--- src/rtl/uart_fc_bridge_if.sv ---
// ---------------------------------------------------------------------------
// uart_fc_bridge_if
// Handshake bundle between uart_fc_bridge and the host-side logic.
//   rsp_req / rsp_ack / rsp_data : 4-phase channel carrying bytes to transmit
//   cmd_req / cmd_ack            : 4-phase channel presenting received bytes
//   cmd_data / cmd_err           : received byte and its {parity, framing} flags
// The bridge connects through the slave modport, the host through master.
// ---------------------------------------------------------------------------
interface uart_fc_bridge_if;

   logic       rsp_req;
   logic       rsp_ack;
   logic [7:0] rsp_data;
   logic       cmd_req;
   logic       cmd_ack;
   logic [7:0] cmd_data;
   logic [1:0] cmd_err;

   modport slave (
      input  rsp_req, rsp_data, cmd_ack,
      output rsp_ack, cmd_req, cmd_data, cmd_err
   );

   modport master (
      output rsp_req, rsp_data, cmd_ack,
      input  rsp_ack, cmd_req, cmd_data, cmd_err
   );

endinterface

--- src/rtl/uart_fc_bridge.sv ---
// ---------------------------------------------------------------------------
// uart_fc_bridge
// UART bridge towards an FT232R with RTS/CTS hardware flow control.
//   clk, rst_n  : single clock, asynchronous active-low reset
//   txd         : serial input from the FT232R (synchronized internally)
//   rxd         : registered serial output to the FT232R, idles high
//   rts_n       : FT232R ready to receive (gates TX frame start when P_TX_FC=1)
//   cts_n       : we are ready to receive, driven from RX FIFO level hysteresis
//   bus         : rsp_* TX handshake and cmd_* RX handshake (slave modport)
//   fifo_level  : RX FIFO occupancy
//   ovr_clr     : synchronous clear of the sticky overrun flag
//   overrun     : set when a received frame was dropped on a full FIFO
// ---------------------------------------------------------------------------
module uart_fc_bridge #(
   parameter int P_CLK_FREQ_HZ = 120_000_000,
   parameter int P_BAUD_RATE   = 3_000_000,
   parameter int P_DATA_BITS   = 8,
   parameter int P_PARITY      = 0,
   parameter int P_STOP_BITS   = 1,
   parameter int P_FIFO_DEPTH  = 16,
   parameter int P_CTS_HI      = 12,
   parameter int P_CTS_LO      = 4,
   parameter int P_TX_FC       = 1
) (
   input  logic                            clk,
   input  logic                            rst_n,
   input  logic                            txd,
   output logic                            rxd,
   input  logic                            rts_n,
   output logic                            cts_n,
   uart_fc_bridge_if.slave                 bus,
   output logic [$clog2(P_FIFO_DEPTH):0]   fifo_level,
   input  logic                            ovr_clr,
   output logic                            overrun
);

   localparam int DIV     = P_CLK_FREQ_HZ / P_BAUD_RATE;
   localparam int CW      = $clog2(DIV);
   localparam int AW      = $clog2(P_FIFO_DEPTH);
   localparam int LW      = AW + 1;
   localparam int TX_BITS = 1 + P_DATA_BITS + ((P_PARITY != 0) ? 1 : 0) + P_STOP_BITS;
   localparam logic [7:0] DATA_MASK = 8'((1 << P_DATA_BITS) - 1);

   typedef enum logic [2:0] {RX_IDLE, RX_START, RX_DATA, RX_PARITY, RX_STOP} rx_state_t;
   typedef enum logic [1:0] {CMD_IDLE, CMD_REQ, CMD_WAIT_LO} cmd_state_t;
   typedef enum logic [1:0] {TX_IDLE, TX_WAIT_RTS, TX_SEND, TX_ACK} tx_state_t;

   // Serial frame, bit 0 first: start, data LSB first, optional parity, then
   // stop ones. Unused upper bits are 1 so shifting past the end idles high.
   function automatic logic [11:0] build_frame(input logic [7:0] d);
      logic [7:0]  dm;
      logic [11:0] f;
      dm     = d & DATA_MASK;
      f      = 12'hFFF;
      f[8:1] = dm | ~DATA_MASK;
      f[0]   = 1'b0;
      if (P_PARITY != 0) f[P_DATA_BITS + 1] = (P_PARITY == 1) ? ~(^dm) : ^dm;
      return f;
   endfunction

   logic          txd_s1, txd_s2, txd_prev;
   rx_state_t     rx_state;
   logic [CW-1:0] rx_cnt;
   logic [2:0]    rx_bit;
   logic [7:0]    rx_shift;
   logic          rx_par_bit;
   logic          rx_par_exp;
   logic          rx_done;
   logic [9:0]    rx_word;

   logic [9:0]    mem [P_FIFO_DEPTH];
   logic [9:0]    head;
   logic [AW-1:0] wr_ptr, rd_ptr;
   logic [LW-1:0] level;
   logic          fifo_full, fifo_empty, push, pop, drop;

   cmd_state_t    cmd_state;
   logic          cmd_req_r;
   logic [7:0]    cmd_data_r;
   logic [1:0]    cmd_err_r;

   tx_state_t     tx_state;
   logic [CW-1:0] tx_cnt;
   logic [3:0]    tx_idx;
   logic [11:0]   tx_shift;
   logic [11:0]   tx_frame_new;
   logic          rsp_req_prev;
   logic          rsp_ack_r;

   // Two-flop synchronizer on the incoming line plus one more stage used only
   // to spot the falling edge that opens a frame. Reset to idle-high.
   always_ff @(posedge clk or negedge rst_n) begin
      if (!rst_n) begin
         txd_s1   <= 1'b1;
         txd_s2   <= 1'b1;
         txd_prev <= 1'b1;
      end else begin
         txd_s1   <= txd;
         txd_s2   <= txd_s1;
         txd_prev <= txd_s2;
      end
   end

   // Unused data bits stay zero, so the reduction covers only real data bits.
   assign rx_par_exp = (P_PARITY == 1) ? ~(^rx_shift) : ^rx_shift;

   // Receiver: the start bit is re-checked half a bit in to reject glitches,
   // then every later bit is sampled a whole bit period apart, i.e. mid-bit.
   // rx_done pulses for one cycle after the stop sample to request a push.
   always_ff @(posedge clk or negedge rst_n) begin
      if (!rst_n) begin
         rx_state   <= RX_IDLE;
         rx_cnt     <= '0;
         rx_bit     <= '0;
         rx_shift   <= '0;
         rx_par_bit <= 1'b0;
         rx_done    <= 1'b0;
         rx_word    <= '0;
      end else begin
         rx_done <= 1'b0;
         case (rx_state)
            RX_IDLE: begin
               rx_cnt <= '0;
               if (txd_prev && !txd_s2) rx_state <= RX_START;
            end
            RX_START: begin
               if (rx_cnt == CW'(DIV / 2 - 1)) begin
                  rx_cnt <= '0;
                  if (txd_s2) begin
                     rx_state <= RX_IDLE;
                  end else begin
                     rx_state <= RX_DATA;
                     rx_bit   <= '0;
                     rx_shift <= '0;
                  end
               end else begin
                  rx_cnt <= rx_cnt + CW'(1);
               end
            end
            RX_DATA: begin
               if (rx_cnt == CW'(DIV - 1)) begin
                  rx_cnt           <= '0;
                  rx_shift[rx_bit] <= txd_s2;
                  rx_bit           <= rx_bit + 3'd1;
                  if (rx_bit == 3'(P_DATA_BITS - 1))
                     rx_state <= (P_PARITY != 0) ? RX_PARITY : RX_STOP;
               end else begin
                  rx_cnt <= rx_cnt + CW'(1);
               end
            end
            RX_PARITY: begin
               if (rx_cnt == CW'(DIV - 1)) begin
                  rx_cnt     <= '0;
                  rx_par_bit <= txd_s2;
                  rx_state   <= RX_STOP;
               end else begin
                  rx_cnt <= rx_cnt + CW'(1);
               end
            end
            RX_STOP: begin
               if (rx_cnt == CW'(DIV - 1)) begin
                  rx_cnt   <= '0;
                  rx_word  <= {(P_PARITY != 0) && (rx_par_bit != rx_par_exp), ~txd_s2, rx_shift};
                  rx_done  <= 1'b1;
                  rx_state <= RX_IDLE;
               end else begin
                  rx_cnt <= rx_cnt + CW'(1);
               end
            end
            default: rx_state <= RX_IDLE;
         endcase
      end
   end

   assign fifo_full  = (level == LW'(P_FIFO_DEPTH));
   assign fifo_empty = (level == '0);
   assign push       = rx_done && !fifo_full;
   assign drop       = rx_done && fifo_full;
   assign pop        = (cmd_state == CMD_REQ) && bus.cmd_ack;
   assign head       = mem[rd_ptr];

   // FIFO storage holds {parity_err, framing_err, data}; contents need no reset
   // because nothing reads an entry before it has been written.
   always_ff @(posedge clk) begin
      if (push) mem[wr_ptr] <= rx_word;
   end

   // FIFO pointers and occupancy; a simultaneous push and pop leaves level as is.
   always_ff @(posedge clk or negedge rst_n) begin
      if (!rst_n) begin
         wr_ptr <= '0;
         rd_ptr <= '0;
         level  <= '0;
      end else begin
         if (push) wr_ptr <= wr_ptr + AW'(1);
         if (pop)  rd_ptr <= rd_ptr + AW'(1);
         case ({push, pop})
            2'b10:   level <= level + LW'(1);
            2'b01:   level <= level - LW'(1);
            default: level <= level;
         endcase
      end
   end

   // Sticky overrun; a drop in the same cycle as a clear keeps the flag set.
   always_ff @(posedge clk or negedge rst_n) begin
      if (!rst_n)       overrun <= 1'b0;
      else if (drop)    overrun <= 1'b1;
      else if (ovr_clr) overrun <= 1'b0;
   end

   // CTS hysteresis: back off at the high mark, resume at the low mark, hold
   // in between. Starts deasserted so the FT232R waits until reset is over.
   always_ff @(posedge clk or negedge rst_n) begin
      if (!rst_n)                          cts_n <= 1'b1;
      else if (level >= LW'(P_CTS_HI))     cts_n <= 1'b1;
      else if (level <= LW'(P_CTS_LO))     cts_n <= 1'b0;
   end

   // Command handshake: the head entry is copied into output registers when
   // cmd_req rises, so data and flags stay frozen for the whole request phase.
   always_ff @(posedge clk or negedge rst_n) begin
      if (!rst_n) begin
         cmd_state  <= CMD_IDLE;
         cmd_req_r  <= 1'b0;
         cmd_data_r <= '0;
         cmd_err_r  <= '0;
      end else begin
         case (cmd_state)
            CMD_IDLE: begin
               if (!fifo_empty) begin
                  cmd_data_r <= head[7:0];
                  cmd_err_r  <= head[9:8];
                  cmd_req_r  <= 1'b1;
                  cmd_state  <= CMD_REQ;
               end
            end
            CMD_REQ: begin
               if (bus.cmd_ack) begin
                  cmd_req_r <= 1'b0;
                  cmd_state <= CMD_WAIT_LO;
               end
            end
            CMD_WAIT_LO: begin
               if (!bus.cmd_ack) cmd_state <= CMD_IDLE;
            end
            default: cmd_state <= CMD_IDLE;
         endcase
      end
   end

   assign tx_frame_new = build_frame(bus.rsp_data);

   // Transmitter: a new frame starts only on a rising rsp_req, so a request
   // left high after its ack never retriggers. Once sending, rts_n is ignored
   // until the frame is complete.
   always_ff @(posedge clk or negedge rst_n) begin
      if (!rst_n) begin
         tx_state     <= TX_IDLE;
         tx_cnt       <= '0;
         tx_idx       <= '0;
         tx_shift     <= '1;
         rsp_req_prev <= 1'b0;
         rsp_ack_r    <= 1'b0;
         rxd          <= 1'b1;
      end else begin
         rsp_req_prev <= bus.rsp_req;
         case (tx_state)
            TX_IDLE: begin
               if (bus.rsp_req && !rsp_req_prev) begin
                  tx_cnt <= '0;
                  tx_idx <= '0;
                  if ((P_TX_FC != 0) && rts_n) begin
                     tx_shift <= tx_frame_new;
                     tx_state <= TX_WAIT_RTS;
                  end else begin
                     rxd      <= tx_frame_new[0];
                     tx_shift <= {1'b1, tx_frame_new[11:1]};
                     tx_state <= TX_SEND;
                  end
               end
            end
            TX_WAIT_RTS: begin
               if (!rts_n) begin
                  rxd      <= tx_shift[0];
                  tx_shift <= {1'b1, tx_shift[11:1]};
                  tx_cnt   <= '0;
                  tx_idx   <= '0;
                  tx_state <= TX_SEND;
               end
            end
            TX_SEND: begin
               if (tx_cnt == CW'(DIV - 1)) begin
                  tx_cnt <= '0;
                  if (tx_idx == 4'(TX_BITS - 1)) begin
                     rxd       <= 1'b1;
                     rsp_ack_r <= 1'b1;
                     tx_state  <= TX_ACK;
                  end else begin
                     tx_idx   <= tx_idx + 4'd1;
                     rxd      <= tx_shift[0];
                     tx_shift <= {1'b1, tx_shift[11:1]};
                  end
               end else begin
                  tx_cnt <= tx_cnt + CW'(1);
               end
            end
            TX_ACK: begin
               if (!bus.rsp_req) begin
                  rsp_ack_r <= 1'b0;
                  tx_state  <= TX_IDLE;
               end
            end
            default: tx_state <= TX_IDLE;
         endcase
      end
   end

   assign bus.rsp_ack  = rsp_ack_r;
   assign bus.cmd_req  = cmd_req_r;
   assign bus.cmd_data = cmd_data_r;
   assign bus.cmd_err  = cmd_err_r;
   assign fifo_level   = level;

endmodule

--- src/flat_wrapper.sv ---
// flat-port wrapper written by rule: the top's interface ports become plain ports
module uart_fc_bridge_flat 
#(
   parameter int P_CLK_FREQ_HZ = 120_000_000,
   parameter int P_BAUD_RATE   = 3_000_000,
   parameter int P_DATA_BITS   = 8,
   parameter int P_PARITY      = 0,
   parameter int P_STOP_BITS   = 1,
   parameter int P_FIFO_DEPTH  = 16,
   parameter int P_CTS_HI      = 12,
   parameter int P_CTS_LO      = 4,
   parameter int P_TX_FC       = 1
)
  (clk, rst_n, txd, rxd, rts_n, cts_n, fifo_level, ovr_clr, overrun, bus_rsp_req, bus_rsp_data, bus_cmd_ack, bus_rsp_ack, bus_cmd_req, bus_cmd_data, bus_cmd_err);
  uart_fc_bridge_if bus_i ();
  input  logic clk;
  input  logic rst_n;
  input  logic txd;
  output logic rxd;
  input  logic rts_n;
  output logic cts_n;
  output logic [$clog2(P_FIFO_DEPTH):0] fifo_level;
  input  logic ovr_clr;
  output logic overrun;
  input wire logic [$bits(bus_i.rsp_req)-1:0] bus_rsp_req;
  input wire logic [$bits(bus_i.rsp_data)-1:0] bus_rsp_data;
  input wire logic [$bits(bus_i.cmd_ack)-1:0] bus_cmd_ack;
  output wire logic [$bits(bus_i.rsp_ack)-1:0] bus_rsp_ack;
  output wire logic [$bits(bus_i.cmd_req)-1:0] bus_cmd_req;
  output wire logic [$bits(bus_i.cmd_data)-1:0] bus_cmd_data;
  output wire logic [$bits(bus_i.cmd_err)-1:0] bus_cmd_err;
  assign bus_i.rsp_req = bus_rsp_req;
  assign bus_i.rsp_data = bus_rsp_data;
  assign bus_i.cmd_ack = bus_cmd_ack;
  assign bus_rsp_ack = bus_i.rsp_ack;
  assign bus_cmd_req = bus_i.cmd_req;
  assign bus_cmd_data = bus_i.cmd_data;
  assign bus_cmd_err = bus_i.cmd_err;
  uart_fc_bridge #(.P_CLK_FREQ_HZ(P_CLK_FREQ_HZ), .P_BAUD_RATE(P_BAUD_RATE), .P_DATA_BITS(P_DATA_BITS), .P_PARITY(P_PARITY), .P_STOP_BITS(P_STOP_BITS), .P_FIFO_DEPTH(P_FIFO_DEPTH), .P_CTS_HI(P_CTS_HI), .P_CTS_LO(P_CTS_LO), .P_TX_FC(P_TX_FC)) u_core (.clk(clk), .rst_n(rst_n), .txd(txd), .rxd(rxd), .rts_n(rts_n), .cts_n(cts_n), .bus(bus_i), .fifo_level(fifo_level), .ovr_clr(ovr_clr), .overrun(overrun));
endmodule
--- config.mk ---
export PLATFORM = sky130hd
export DESIGN_NAME = uart_fc_bridge_flat
export DESIGN_NICKNAME = d
export VERILOG_FILES = /design/src/rtl/uart_fc_bridge_if.sv /design/src/rtl/uart_fc_bridge.sv /design/src/flat_wrapper.sv
export SDC_FILE = /design/constraint.sdc
export NUM_CORES = 1
export LEC_CHECK = 0
export ABC_AREA = 1
export CELL_PAD_IN_SITES_DETAIL_PLACEMENT = 1
export CELL_PAD_IN_SITES_GLOBAL_PLACEMENT = 2
export CORE_ASPECT_RATIO = 0.5
export CORE_MARGIN = 2
export CORE_UTILIZATION = 40
export DETAILED_ROUTE_END_ITERATION = 8
export HOLD_SLACK_MARGIN = 0.03
export PLACE_DENSITY = 0.78
export SLEW_MARGIN = 10
export SYNTH_ARGS = -nofsm -noshare
export SYNTH_HDL_FRONTEND = slang
export SYNTH_SLANG_ARGS = --single-unit
--- constraint.sdc ---
create_clock -name clk -period 3.65 [get_ports clk]
set_input_delay 0.9125 -clock clk [delete_from_list [all_inputs] [get_ports clk]]
set_output_delay 0.9125 -clock clk [all_outputs]
set_load 0.1 [all_outputs]
==> metrics.txt <==
sum of negative setup slack=0 ns; routed length per placed instance=17.1 µm; setup slack after placement=0.519 ns; antenna violations before repair=0; power density over the cells=between 700 and 800 nW/µm²; chain of cells forming the critical path=clkdlybuf4s50_1; nature of the critical path startpoint=flip-flop; post-cts sizing count=0; largest net degree at the start of global routing=75; Seq/Total Area, Yosys=a little over 60%; setup repair after global routing missed its margin=no; number of input and output port buffers inserted=33; warning count from the yosys run=0; iteration-0 DRC count of the detailed router=383; Clk Tree Root Cell=sky130_fd_sc_hd__clkbuf_16; Worst Path Max Fanout=2; EDFF count, synth=roughly 140; worst setup skew after layout=0.0172 ns; effective utilization at floorplan=41.2%; half-perimeter wire length of the detailed placement result=between 15000 and 20000 µm; most common cell after layout, fill and taps aside=sky130_fd_sc_hd__nand2_1; post-CTS setup buffer count=0; top cells by area, synth=sky130_fd_sc_hd__edfxtp_1 41%, sky130_fd_sc_hd__dfrtp_1 17%, sky130_fd_sc_hd__nand2_1 14%; Max-Cap Viols=0; Peak supply drop=0.000362 V; Slew headroom=27.2%; clock latency on the worst-skew pair=0.53 ns; Post-Synthesis Cells=1128; total clock buffers created by CTS=22; overflow left after global routing=0; router iterations before antenna repair=4; wire length of the first global-routing pass=42600 µm; placer congestion estimate=0.806; share of post-route cells with drive strength above 1=7.52%; final count of hold timing violations=0; final antenna-violating net count=0; number of storage elements in the synthesis netlist=228; share of the clock period used by the worst path=80.8%; vias in the first global route=8043; reported leakage power=5.48 nW; critical path data required time=2.74 ns; commonest cells after routing, fill and taps aside=392 x sky130_fd_sc_hd__nand2_1, 172 x sky130_fd_sc_hd__inv_1, 144 x sky130_fd_sc_hd__edfxtp_1; most instantiated flip-flop cell in the synthesis netlist=sky130_fd_sc_hd__edfxtp_1; Slew @ Worst Pin=1.09 ns; clock slew at reported path FFs=0.06 ns; Slew Limit Fails=0; utilization after layout=46.7%; Row Count=41; overall die height=roughly 120 µm; worst min-delay path category=flip-flop to flip-flop; CP Data Arrival Time=2.04 ns; area of the mapped netlist=10500 µm²; Yosys top cell by area=sky130_fd_sc_hd__edfxtp_1; number of distinct library cells after synthesis=41; clock tree from TritonCTS=built; number of hold-repair buffers added at the cts stage=0; share of Yosys cell area claimed by the top area cell type=between 40 and 50%; # setup viols final=0; Core Area=25500 µm²; number of nets in the synthesized netlist=1162; Post-route DRC=0; clk sink count=228; class of the most critical setup path=flip-flop to primary output; vias per cell=4.93; crit-path max cell delay=1.15 ns; endpoint type of the worst setup path=primary output; area overhead of the layout relative to synthesis=13.3%; family with the most delay on the worst path=buffers and inverters; net count of the finished layout=1201; Achievable Freq=0.339 GHz; H-tree levels=1; minimum clock period after layout=2.95 ns; vias=7526; average footprint of a synthesized cell=9.31 µm²; CTS max path bufs=3; cell with the largest stage delay on the worst path=sky130_fd_sc_hd__clkdlybuf4s50_1; outcome=completed; Routed WL=26200 µm; post-layout worst setup margin=0.701 ns; overall routing resource usage=19.7%; total buffers and inverters traversed by the critical path=1; boundary pin count=35; share of async-settable or async-resettable flops after synthesis=a little under two fifths; Die Span X=233 µm; antenna cell count=0; Die Outline Area=about 28000 µm²
-- logic make-up (layout without fill, tap and decap cells) --
logic type,Yosys count,in the layout,share of synthesized area (%)
simple gates,597,597,23.8
flops,228,228,61.4
buf+inv,214,269,8.01
compound gates,53,53,3.19
fa+ha+maj,19,19,2.26
xor+xnor,15,15,1.25
other cells,1,1,0.0357
mux,1,1,0.0954
-- final cells by class --
cell class	count	area (µm²)
Clock buffer	27	569
Clock inverter	13	120
Fill cell	2886	13600
Inverter	180	676
Multi-Input combinational cell	686	3210
Sequential cell	228	6440
Tap cell	344	430
Timing Repair Buffer	49	440
-- state kept, by name, summed over array words and instances (netlist names), 5 cells and up --
name                 count
u_core.fifo_level        5
u_core.mem             144
u_core.tx_shift          9
u_core.tx_cnt            6
u_core.rx_cnt            6
u_core.bus.cmd_data      8
u_core.rx_shift          8
u_core.rx_word           9
-- synth_stat cells, types with 2 or more instances --
library cell               instances
sky130_fd_sc_hd__buf_2            15
sky130_fd_sc_hd__nand4_1           6
sky130_fd_sc_hd__xnor2_1           3
sky130_fd_sc_hd__ha_1             19
sky130_fd_sc_hd__inv_1           172
sky130_fd_sc_hd__xor2_1           12
sky130_fd_sc_hd__o21ai_0          21
sky130_fd_sc_hd__or2_2             3
sky130_fd_sc_hd__clkinv_1          3
sky130_fd_sc_hd__nand3_2           3
sky130_fd_sc_hd__a21oi_1          10
sky130_fd_sc_hd__buf_1             4
sky130_fd_sc_hd__o21ai_1           3
sky130_fd_sc_hd__buf_6             2
sky130_fd_sc_hd__o221ai_1          7
sky130_fd_sc_hd__clkbuf_1         12
sky130_fd_sc_hd__nor2_1           41
sky130_fd_sc_hd__edfxtp_1        144
sky130_fd_sc_hd__dfstp_2          14
sky130_fd_sc_hd__inv_2             5
sky130_fd_sc_hd__nand2_1         392
sky130_fd_sc_hd__nor2_4            2
sky130_fd_sc_hd__nor3_1            3
sky130_fd_sc_hd__dfrtp_1          70
sky130_fd_sc_hd__nand3_1         143
sky130_fd_sc_hd__o22ai_1           4
-- through the flow --
stage               hold slack [ns]  std cells  area (µm²)  power [mW]
floorplan                     0.345       1128       10500        5.92
global placement              0.346       1487       11200        6.83
detailed placement            0.349       1487       11200        6.93
CTS                           0.358       1527       11900        9.22
global route                  0.360       1527       11900        9.68
finish                        0.356       1527       11900        9.08
-- final timing paths --
kind | from | endpoint | slack (ns) | cells after the start
setup / recovery | u_core.bus.cmd_data[2] | bus_cmd_data[2] | 0.70 | 1
hold / removal | u_core.txd_s1 | u_core.txd_s2 | 0.36 | 0
setup reg to reg | u_core.fifo_level[1] | u_core.mem[13][8] | 1.14 | 6
hold reg to reg | u_core.txd_s1 | u_core.txd_s2 | 0.36 | 0
max in group asynchronous | rst_n | u_core.txd_s2 | 2.55 | 2
min in group asynchronous | rst_n | u_core.rx_cnt[2] | 0.41 | 1
-- where the power goes --
group          switching [mW]  internal [mW]  total, mW
clock                    1.00           1.25       2.26
combinational            2.61          0.961       3.57
sequential              0.231           3.02       3.25
total                    3.84           5.23       9.08
-- routing by layer --
metal	part of all wire (%)	global-route usage [%]
met5	0	0
met2	47	33.3
met1	48	26.8
met3	3.4	3.57
met4	1.4	3.74
Power figures use the tool's default switching activity.
